===== src/rtl/inst_fetch_unit.sv =====
`default_nettype none
// ============================================================================
// Module  : inst_fetch_unit
// Brief   : PC owner and instruction-port driver with in-flight tag tracking
//           and an output FIFO; optional IF_MISALIGN_CHK_EN adds fetch_fault.
// Revision: 1.0 - initial release
// ============================================================================
module inst_fetch_unit #(
  parameter logic [31:0] RESET_PC   = 32'h0000_0000,
  parameter int          FIFO_DEPTH = 4,
  parameter int          MEM_LAT    = 2,
  parameter int          ADDR_W     = 14
) (
  input  logic              clk,
  input  logic              rst_n,
  input  logic              redirect_valid,
  input  logic [31:0]       redirect_pc,
  output logic [ADDR_W-1:0] imem_addr,
  input  logic [31:0]       imem_data,
  output logic              if_valid,
  input  logic              if_ready,
  output logic [31:0]       if_pc,
  output logic [31:0]       if_inst
`ifdef IF_MISALIGN_CHK_EN
  ,
  output logic              fetch_fault
`endif
);

  localparam int c_PW = $clog2(FIFO_DEPTH);
  localparam int c_CW = $clog2(FIFO_DEPTH + MEM_LAT + 1);

  logic [31:0]        r_fetch_pc;
  logic [MEM_LAT-1:0] r_tag_vld;
  logic [31:0]        r_tag_pc    [MEM_LAT];
  logic [31:0]        r_fifo_pc   [FIFO_DEPTH];
  logic [31:0]        r_fifo_inst [FIFO_DEPTH];
  logic [c_PW-1:0]    r_wr_ptr;
  logic [c_PW-1:0]    r_rd_ptr;
  logic [c_CW-1:0]    r_count;
  logic [31:0]        r_last_pc;
  logic [31:0]        r_last_inst;

  logic [31:0]        w_target;
  logic [31:0]        w_issue_pc;
  logic [c_CW-1:0]    w_inflight;
  logic [c_CW-1:0]    w_occ;
  logic               w_misalign;
  logic               w_halt;
  logic               w_issue;
  logic               w_push;
  logic               w_pop;

  assign w_target = redirect_pc & ~32'h3;

`ifdef IF_MISALIGN_CHK_EN
  logic r_fault;

  assign w_misalign  = |redirect_pc[1:0];
  assign w_halt      = r_fault;
  assign fetch_fault = r_fault;

  // The fault doubles as the halt flag: only an aligned redirect clears it.
  always_ff @(posedge clk or negedge rst_n) begin
    if (!rst_n)              r_fault <= 1'b0;
    else if (redirect_valid) r_fault <= w_misalign;
  end
`else
  assign w_misalign = 1'b0;
  assign w_halt     = 1'b0;
`endif

  always_comb begin
    w_inflight = '0;
    for (int i = 0; i < MEM_LAT; i++)
      w_inflight = w_inflight + c_CW'(r_tag_vld[i]);
  end

  // Credit uses the pre-dequeue count, so a same-cycle pop frees nothing.
  assign w_occ      = r_count + w_inflight;
  assign w_issue_pc = redirect_valid ? w_target : r_fetch_pc;
  assign w_issue    = redirect_valid ? !w_misalign
                                     : (!w_halt && (w_occ < c_CW'(FIFO_DEPTH)));
  assign imem_addr  = w_issue_pc[ADDR_W+1:2];

  assign if_valid = (r_count != '0);
  assign w_pop    = if_valid & if_ready;
  assign w_push   = r_tag_vld[MEM_LAT-1] & ~redirect_valid;
  assign if_pc    = if_valid ? r_fifo_pc[r_rd_ptr]   : r_last_pc;
  assign if_inst  = if_valid ? r_fifo_inst[r_rd_ptr] : r_last_inst;

  always_ff @(posedge clk or negedge rst_n) begin
    if (!rst_n) begin
      r_fetch_pc  <= RESET_PC;
      r_tag_vld   <= '0;
      for (int i = 0; i < MEM_LAT; i++) r_tag_pc[i] <= '0;
      r_wr_ptr    <= '0;
      r_rd_ptr    <= '0;
      r_count     <= '0;
      r_last_pc   <= '0;
      r_last_inst <= '0;
    end else begin
      r_tag_vld[0] <= w_issue;
      r_tag_pc[0]  <= w_issue_pc;
      for (int i = 1; i < MEM_LAT; i++) begin
        r_tag_vld[i] <= r_tag_vld[i-1] & ~redirect_valid;
        r_tag_pc[i]  <= r_tag_pc[i-1];
      end
      if (w_issue) r_fetch_pc <= w_issue_pc + 32'd4;
      if (if_valid) begin
        r_last_pc   <= if_pc;
        r_last_inst <= if_inst;
      end
      r_rd_ptr <= r_rd_ptr + c_PW'(w_pop);
      if (redirect_valid) begin
        r_wr_ptr <= r_rd_ptr + c_PW'(w_pop);
        r_count  <= '0;
      end else begin
        r_wr_ptr <= r_wr_ptr + c_PW'(w_push);
        r_count  <= r_count + c_CW'(w_push) - c_CW'(w_pop);
      end
    end
  end

  always_ff @(posedge clk) begin
    if (w_push) begin
      r_fifo_pc[r_wr_ptr]   <= r_tag_pc[MEM_LAT-1];
      r_fifo_inst[r_wr_ptr] <= imem_data;
    end
  end

endmodule
`default_nettype wire


===== config.mk =====
export PLATFORM = sky130hd
export DESIGN_NAME = inst_fetch_unit
export DESIGN_NICKNAME = d
export VERILOG_FILES = /design/src/rtl/inst_fetch_unit.sv
export SDC_FILE = /design/constraint.sdc
export NUM_CORES = 1
export LEC_CHECK = 0
export BUFFER_PORTS_ARGS = -buffer_cell sky130_fd_sc_hd__buf_2
export CORE_MARGIN = 1
export CORE_UTILIZATION = 50
export DETAILED_ROUTE_END_ITERATION = 12
export PLACE_DENSITY_LB_ADDON = 0.12
export SYNTH_ARGS = -nofsm -noshare
export SYNTH_HDL_FRONTEND = slang
export SYNTH_SLANG_ARGS = --single-unit

===== constraint.sdc =====
create_clock -name clk -period 10.2 [get_ports clk]
set_input_delay 1.53 -clock clk [delete_from_list [all_inputs] [get_ports clk]]
set_output_delay 1.53 -clock clk [all_outputs]
set_load 0.01 [all_outputs]

* Word level (Yosys, flattened, before mapping) *
Memories as Yosys holds them, arrays and structs flattened.
Cells that the tools add are included.

cells by class
  add/subtract/negate cells = 7
  multiplexer cells = 8
  reduce and logical (&&, ||, !) cells = 1
  order comparisons = 1
  bitwise gates (word level) = 4

operator list
  cell                                                              number
  32-bit 2-to-1 mux                                                 3
  32-bit by 3-bit adder with 32-bit output (second input constant)  1
  2-bit by 1-bit adder with 2-bit output                            2
  3-bit by 1-bit adder with 3-bit output                            1
  3-bit by 2-bit adder with 3-bit output                            1
  1-bit bitwise AND                                                 3
  3-bit < comparator (second input constant)                        1
  1-bit 2-to-1 mux                                                  3
  3-bit 2-to-1 mux                                                  1
  3-bit nonzero test                                                1
  3-bit by 1-bit subtractor with 3-bit output                       1
  1-bit by 1-bit adder with 2-bit output                            1
  2-bit 2-to-1 mux                                                  1
  1-bit inverter                                                    1

storage, ports and cells
  register bits = 169
  word-level logic and storage cells = 32
  RAM bits = 256
  memories kept = 2

memories
  name         depth  width  rd ports  clocked after memory_dff  write ports  line  RTL
  r_fifo_inst  4      32     1         0                         1            37    logic [31:0] r_fifo_inst [FIFO_DEPTH];
  r_fifo_pc    4      32     1         0                         1            36    logic [31:0] r_fifo_pc [FIFO_DEPTH];

* Depth between registers and ports, before layout *
  depth in word-level cells = 5
  depth in mapped cells = 11

* Least setup slack after synthesis *
Ideal clock, no wire load.

  kind = input port to flip-flop
  from = in redirect_valid
  to = mem r_fifo_inst[0][0] (enable)
  stages = 6
  slack = 2.574 ns
  required time = 9.622 ns
  setup time = 0.578 ns
  buffers on the path = 4
  arrival time = 7.049 ns
  cells stage by stage = buf_6 buf_2 buf_2 nor2b_1 clkbuf_1 nor3b_1

on the way
  longest elaborated chain between the ends = 4

RTL lines
  what                                    line  RTL
  start: declaration                      16    input logic redirect_valid,
  1-bit inverter                          88    assign w_push = r_tag_vld[MEM_LAT-1] & ~redirect_valid;
  1-bit bitwise AND                       88
  1-bit 2-to-1 mux                        126   if (w_push) begin
  1-bit 2-to-1 mux (implied by the code)  128   r_fifo_inst[r_wr_ptr] <= imem_data;
  end: declaration                        37

No other way between the ends.

* Worst setup path in the final report *
  from = reg r_rd_ptr[0]
  to = out if_inst[8]

on the way
  longest elaborated chain between the ends = 2

RTL lines
  what                      line  RTL
  start: declaration        39    logic [c_PW-1:0] r_rd_ptr;
  start signal: assignment  114   r_rd_ptr <= r_rd_ptr + c_PW'(w_pop);
  memory 4 x 32 bit         --
  32-bit 2-to-1 mux         90    assign if_inst = if_valid ? r_fifo_inst[r_rd_ptr] : r_last_inst;
  end: declaration          23    output logic [31:0] if_inst

No other way between the ends.

==> flow_metrics.env <==
export IMPL_outcome="complete, no violations"
export IMPL_route_vias_total=8439
export IMPL_cts_repair_timing_setup_buffer_count=0
export IMPL_die_y_um=185
export IMPL_reg2reg_to="r_fifo_inst[2][21]$_DFFE_PP_"
export IMPL_power_per_cell_area_mw_per_mm2=313
export IMPL_cts_max_level=2
export IMPL_clock_sinks=425
export IMPL_synth_top_area_share=0.457
export IMPL_std_cell_rows=66
export IMPL_slew_violations=0
export IMPL_via_per_inst=5.45
export IMPL_postSynthCellCount=932
export IMPL_r2r_setup_slack_ns=7.33
export IMPL_grt_overflow=0
export IMPL_top_level_ports=147
export IMPL_postRouteWirelength_um=30300
export IMPL_clock_buffer_depth=3
export IMPL_period_share=0.462
export IMPL_worst_path_max_delay_cell="sky130_fd_sc_hd__dfrtp_4"
export IMPL_startpoint_type="flop"
export IMPL_drive_above_1_share=0.400
export IMPL_crit_end="if_inst[8]"
export IMPL_dieArea_mm2=0.0344
export IMPL_sequentialPowerShare=0.423
export IMPL_io_buffers=144
export IMPL_start_util=0.513
export IMPL_rr_worst_depth=4
export IMPL_detail_route_first_pass_iterations=6
export IMPL_worstReg2RegStart="r_tag_vld[1]$_DFF_PN0_"
export IMPL_crit_path_end_kind="output port"
export IMPL_clk_root_buffer_cell="sky130_fd_sc_hd__clkbuf_16"
export IMPL_p_leak_uw=0.00720
export IMPL_path_delay_family="multiplexers"
export IMPL_ant_nets=0
export IMPL_ctsResizeCount=0
export IMPL_max_freq_mhz=212
export IMPL_wire_length_of_the_first_global_routing_pass_um=47400
export IMPL_pin_count_of_the_biggest_net_entering_global_routing=104
export IMPL_route_detailed_wl_per_inst_um=19.6
export IMPL_synthesized_flop_and_latch_total=425
export IMPL_syn_cell_area_mm2=0.0168
export IMPL_switching_power_uw=1820
export IMPL_dp_hpwl_um=17700
export IMPL_sw_frac_of_total=0.300
export IMPL_setup_violations_final=0
export IMPL_critical_path_peak_fanout=35
export IMPL_seq_area_frac_synth=0.709
export IMPL_yosys_cell_count_top_type="sky130_fd_sc_hd__edfxtp_1"
export IMPL_timing_setup_critical_path_class="reg2out"
export IMPL_clkPwrFrac=0.257
export IMPL_vias_in_the_first_global_route=8471
export IMPL_globalplace_congestion=0.820
export IMPL_drv_cap=0
export IMPL_syn_mean_instance_area_um2=18.0
export IMPL_cp_launch_point="r_rd_ptr[0]$_DFF_PN0_"
export IMPL_final_net_count=1146
export IMPL_cts_made_buffers=44
export IMPL_synth_cell_types=46
export IMPL_synthesis_yosys_warnings=0
export IMPL_groute_layer_met3_usage=0.0303
export IMPL_synth_fp_nets=1005
export IMPL_finClkSkew_ns=0.0191
export IMPL_busiest_layer="met2"
export IMPL_slew_headroom=0.186
export IMPL_initial_antenna_violation_count=0
export IMPL_worstPathRequired_ns=8.67
export IMPL_placement_setup_worst_slack_ns=5.50
export IMPL_fp_coreArea_mm2=0.0328
export IMPL_use_met1=0.256
export IMPL_grtUsageTotal=0.182
export IMPL_vdd_drop_max_mv=0.194
export IMPL_insertedDiodeCount=0
export IMPL_worstPathBufferInverterCount=2
export IMPL_critPathMaxStageDelay_ns=0.88
export IMPL_p_comb_frac=0.320
export IMPL_dieWidth_um=185
export IMPL_worstPathCellList="buf_4 -> mux4_2 -> mux2_2 -> buf_2"
export IMPL_setup_tns_final_ns=0
export IMPL_final_period_minus_worst_setup_slack_ns=4.72
export IMPL_clock_tree_from_tritoncts="yes"
export IMPL_synth_top_cells_by_count="256 x sky130_fd_sc_hd__edfxtp_1, 169 x sky130_fd_sc_hd__dfrtp_1, 150 x sky130_fd_sc_hd__mux2_2, 64 x sky130_fd_sc_hd__mux4_2, 39 x sky130_fd_sc_hd__nand2_1"
export IMPL_rsz0062_at_grt="false"
export IMPL_cp_depth=4
export IMPL_area_growth_syn_to_layout_pct=14.9
export IMPL_hold_path_class="reg2reg"
export IMPL_cell_internal_pwr_uw=4240
export IMPL_holdWs_ns=0.336
export IMPL_ys_top_cells_by_area="sky130_fd_sc_hd__edfxtp_1 46%, sky130_fd_sc_hd__dfrtp_1 25%, sky130_fd_sc_hd__mux2_2 10%"
export IMPL_synth_largest_area_cell="sky130_fd_sc_hd__edfxtp_1"
export IMPL_cts_hold_repair_buffers=0
export IMPL_worst_endpoint_arrival_ns=3.19
export IMPL_finalHoldViolCount=0
export IMPL_async_reset_ff_frac=0.398
export IMPL_drt_first_iter_violations=364
export IMPL_clock_insertion_delay_worst_skew_ns=0.53
export IMPL_worst_slew_pin_slew_ns=1.22
export IMPL_finish_utilization=0.590
export IMPL_worst_setup_slack_after_layout_ns=5.48
export IMPL_count_of_flip_flops_with_a_built_in_enable_after_synthesis=256
export IMPL_use_met2=0.295
export IMPL_clock_transition_at_the_registers_of_the_reported_paths_ns=0.06
export IMPL_route_detailed_drc=0
export IMPL_synth_top_flop_cell="sky130_fd_sc_hd__edfxtp_1"
placed cells by master (no fill, tap or decap), types with 4 or more instances in the layout:
cell type / synthesis / layout
sky130_fd_sc_hd__nand2_1: 39 / 39
sky130_fd_sc_hd__buf_4: 14 / 10
sky130_fd_sc_hd__clkinv_2: 0 / 8
sky130_fd_sc_hd__nor4_1: 4 / 4
sky130_fd_sc_hd__a22oi_1: 4 / 4
sky130_fd_sc_hd__clkbuf_16: 0 / 45
sky130_fd_sc_hd__o21ai_0: 12 / 12
sky130_fd_sc_hd__nor2_1: 20 / 18
sky130_fd_sc_hd__mux2i_1: 8 / 8
sky130_fd_sc_hd__nand4b_1: 7 / 7
sky130_fd_sc_hd__a31oi_1: 4 / 4
sky130_fd_sc_hd__xnor2_1: 12 / 12
sky130_fd_sc_hd__edfxtp_1: 256 / 256
sky130_fd_sc_hd__o31ai_1: 10 / 10
sky130_fd_sc_hd__clkbuf_1: 30 / 12
sky130_fd_sc_hd__bufinv_16: 0 / 4
sky130_fd_sc_hd__nor3_1: 5 / 5
sky130_fd_sc_hd__xor2_1: 8 / 8
sky130_fd_sc_hd__mux4_2: 64 / 64
sky130_fd_sc_hd__buf_2: 11 / 143
sky130_fd_sc_hd__clkinv_1: 0 / 5
sky130_fd_sc_hd__mux2_2: 150 / 150
sky130_fd_sc_hd__nand3_1: 16 / 16
sky130_fd_sc_hd__nand4_1: 12 / 12
sky130_fd_sc_hd__dfrtp_1: 169 / 167
sky130_fd_sc_hd__clkbuf_8: 0 / 4
sky130_fd_sc_hd__inv_1: 15 / 15
sky130_fd_sc_hd__ha_1: 4 / 4
sky130_fd_sc_hd__a21oi_1: 16 / 16
sky130_fd_sc_hd__nor2b_1: 8 / 8
power groups by stage:
stage | logic, uW | registers [uW] | clock network, uW
2_1_floorplan | 1530 | 2440 | 0
3_3_place_gp | 1950 | 2590 | 0
3_5_place_dp | 1970 | 2600 | 0
4_1_cts | 1980 | 2570 | 1590
5_1_grt | 2120 | 2620 | 1660
6_report | 1940 | 2560 | 1560
layout make-up:
cell class,instances,area [um^2]
multi-input cells,433,4580
fillers,2511,13500
clock inverters,20,201
well taps,442,553
inverters,15,56.3
repair buffers,154,805
clock buffers,60,1210
flip-flops and latches,425,11900
metal layers:
layer  share of wire  vias up
li1                -     3888
met3           0.044       39
met2            0.48      201
met1            0.46     4311
met4           0.015        0
met5               0        -
worst min-delay path by stage:
stage,startpoint,endpoint,slack [ns],cells past startpoint
5_1_grt,r_tag_pc[61]$_DFF_PN0_,r_tag_pc[29]$_DFF_PN0_,0.34,0
2_1_floorplan,r_tag_pc[32]$_DFF_PN0_,r_tag_pc[0]$_DFF_PN0_,0.33,0
3_5_place_dp,r_tag_pc[46]$_DFF_PN0_,r_tag_pc[14]$_DFF_PN0_,0.33,0
4_1_cts,r_tag_pc[61]$_DFF_PN0_,r_tag_pc[29]$_DFF_PN0_,0.33,0
3_3_place_gp,r_tag_pc[47]$_DFF_PN0_,r_tag_pc[15]$_DFF_PN0_,0.33,0
6_report,r_tag_pc[61]$_DFF_PN0_,r_tag_pc[29]$_DFF_PN0_,0.34,0
cells by family after synthesis:
group | after synthesis | synth area share
DFF | 425 | 0.709
muxes | 222 | 0.191
and+or+nand+nor | 128 | 0.0417
buffers and inverters | 74 | 0.0209
AOI/OAI and AO/OA | 58 | 0.0232
xor gates and xnor gates | 20 | 0.0104
adders and majority gates | 5 | 0.00417
flip-flops by register name, indices dropped and copies added (netlist names):
register	count
r_last_inst	32
r_rd_ptr	2
r_fifo_inst	128
r_wr_ptr	2
r_tag_pc	64
r_fetch_pc	32
r_fifo_pc	128
r_tag_vld	2
r_last_pc	32
r_count	3
metrics by stage:
step	area [um^2]	instances	power (uW)
after floorplan	16800	932	3970
after global placement	17900	1469	4540
after detailed placement	17900	1469	4580
after CTS	19300	1549	6150
after global routing	19300	1549	6410
final	19300	1549	6060
No activity file was read; power rests on OpenSTA's default activity.
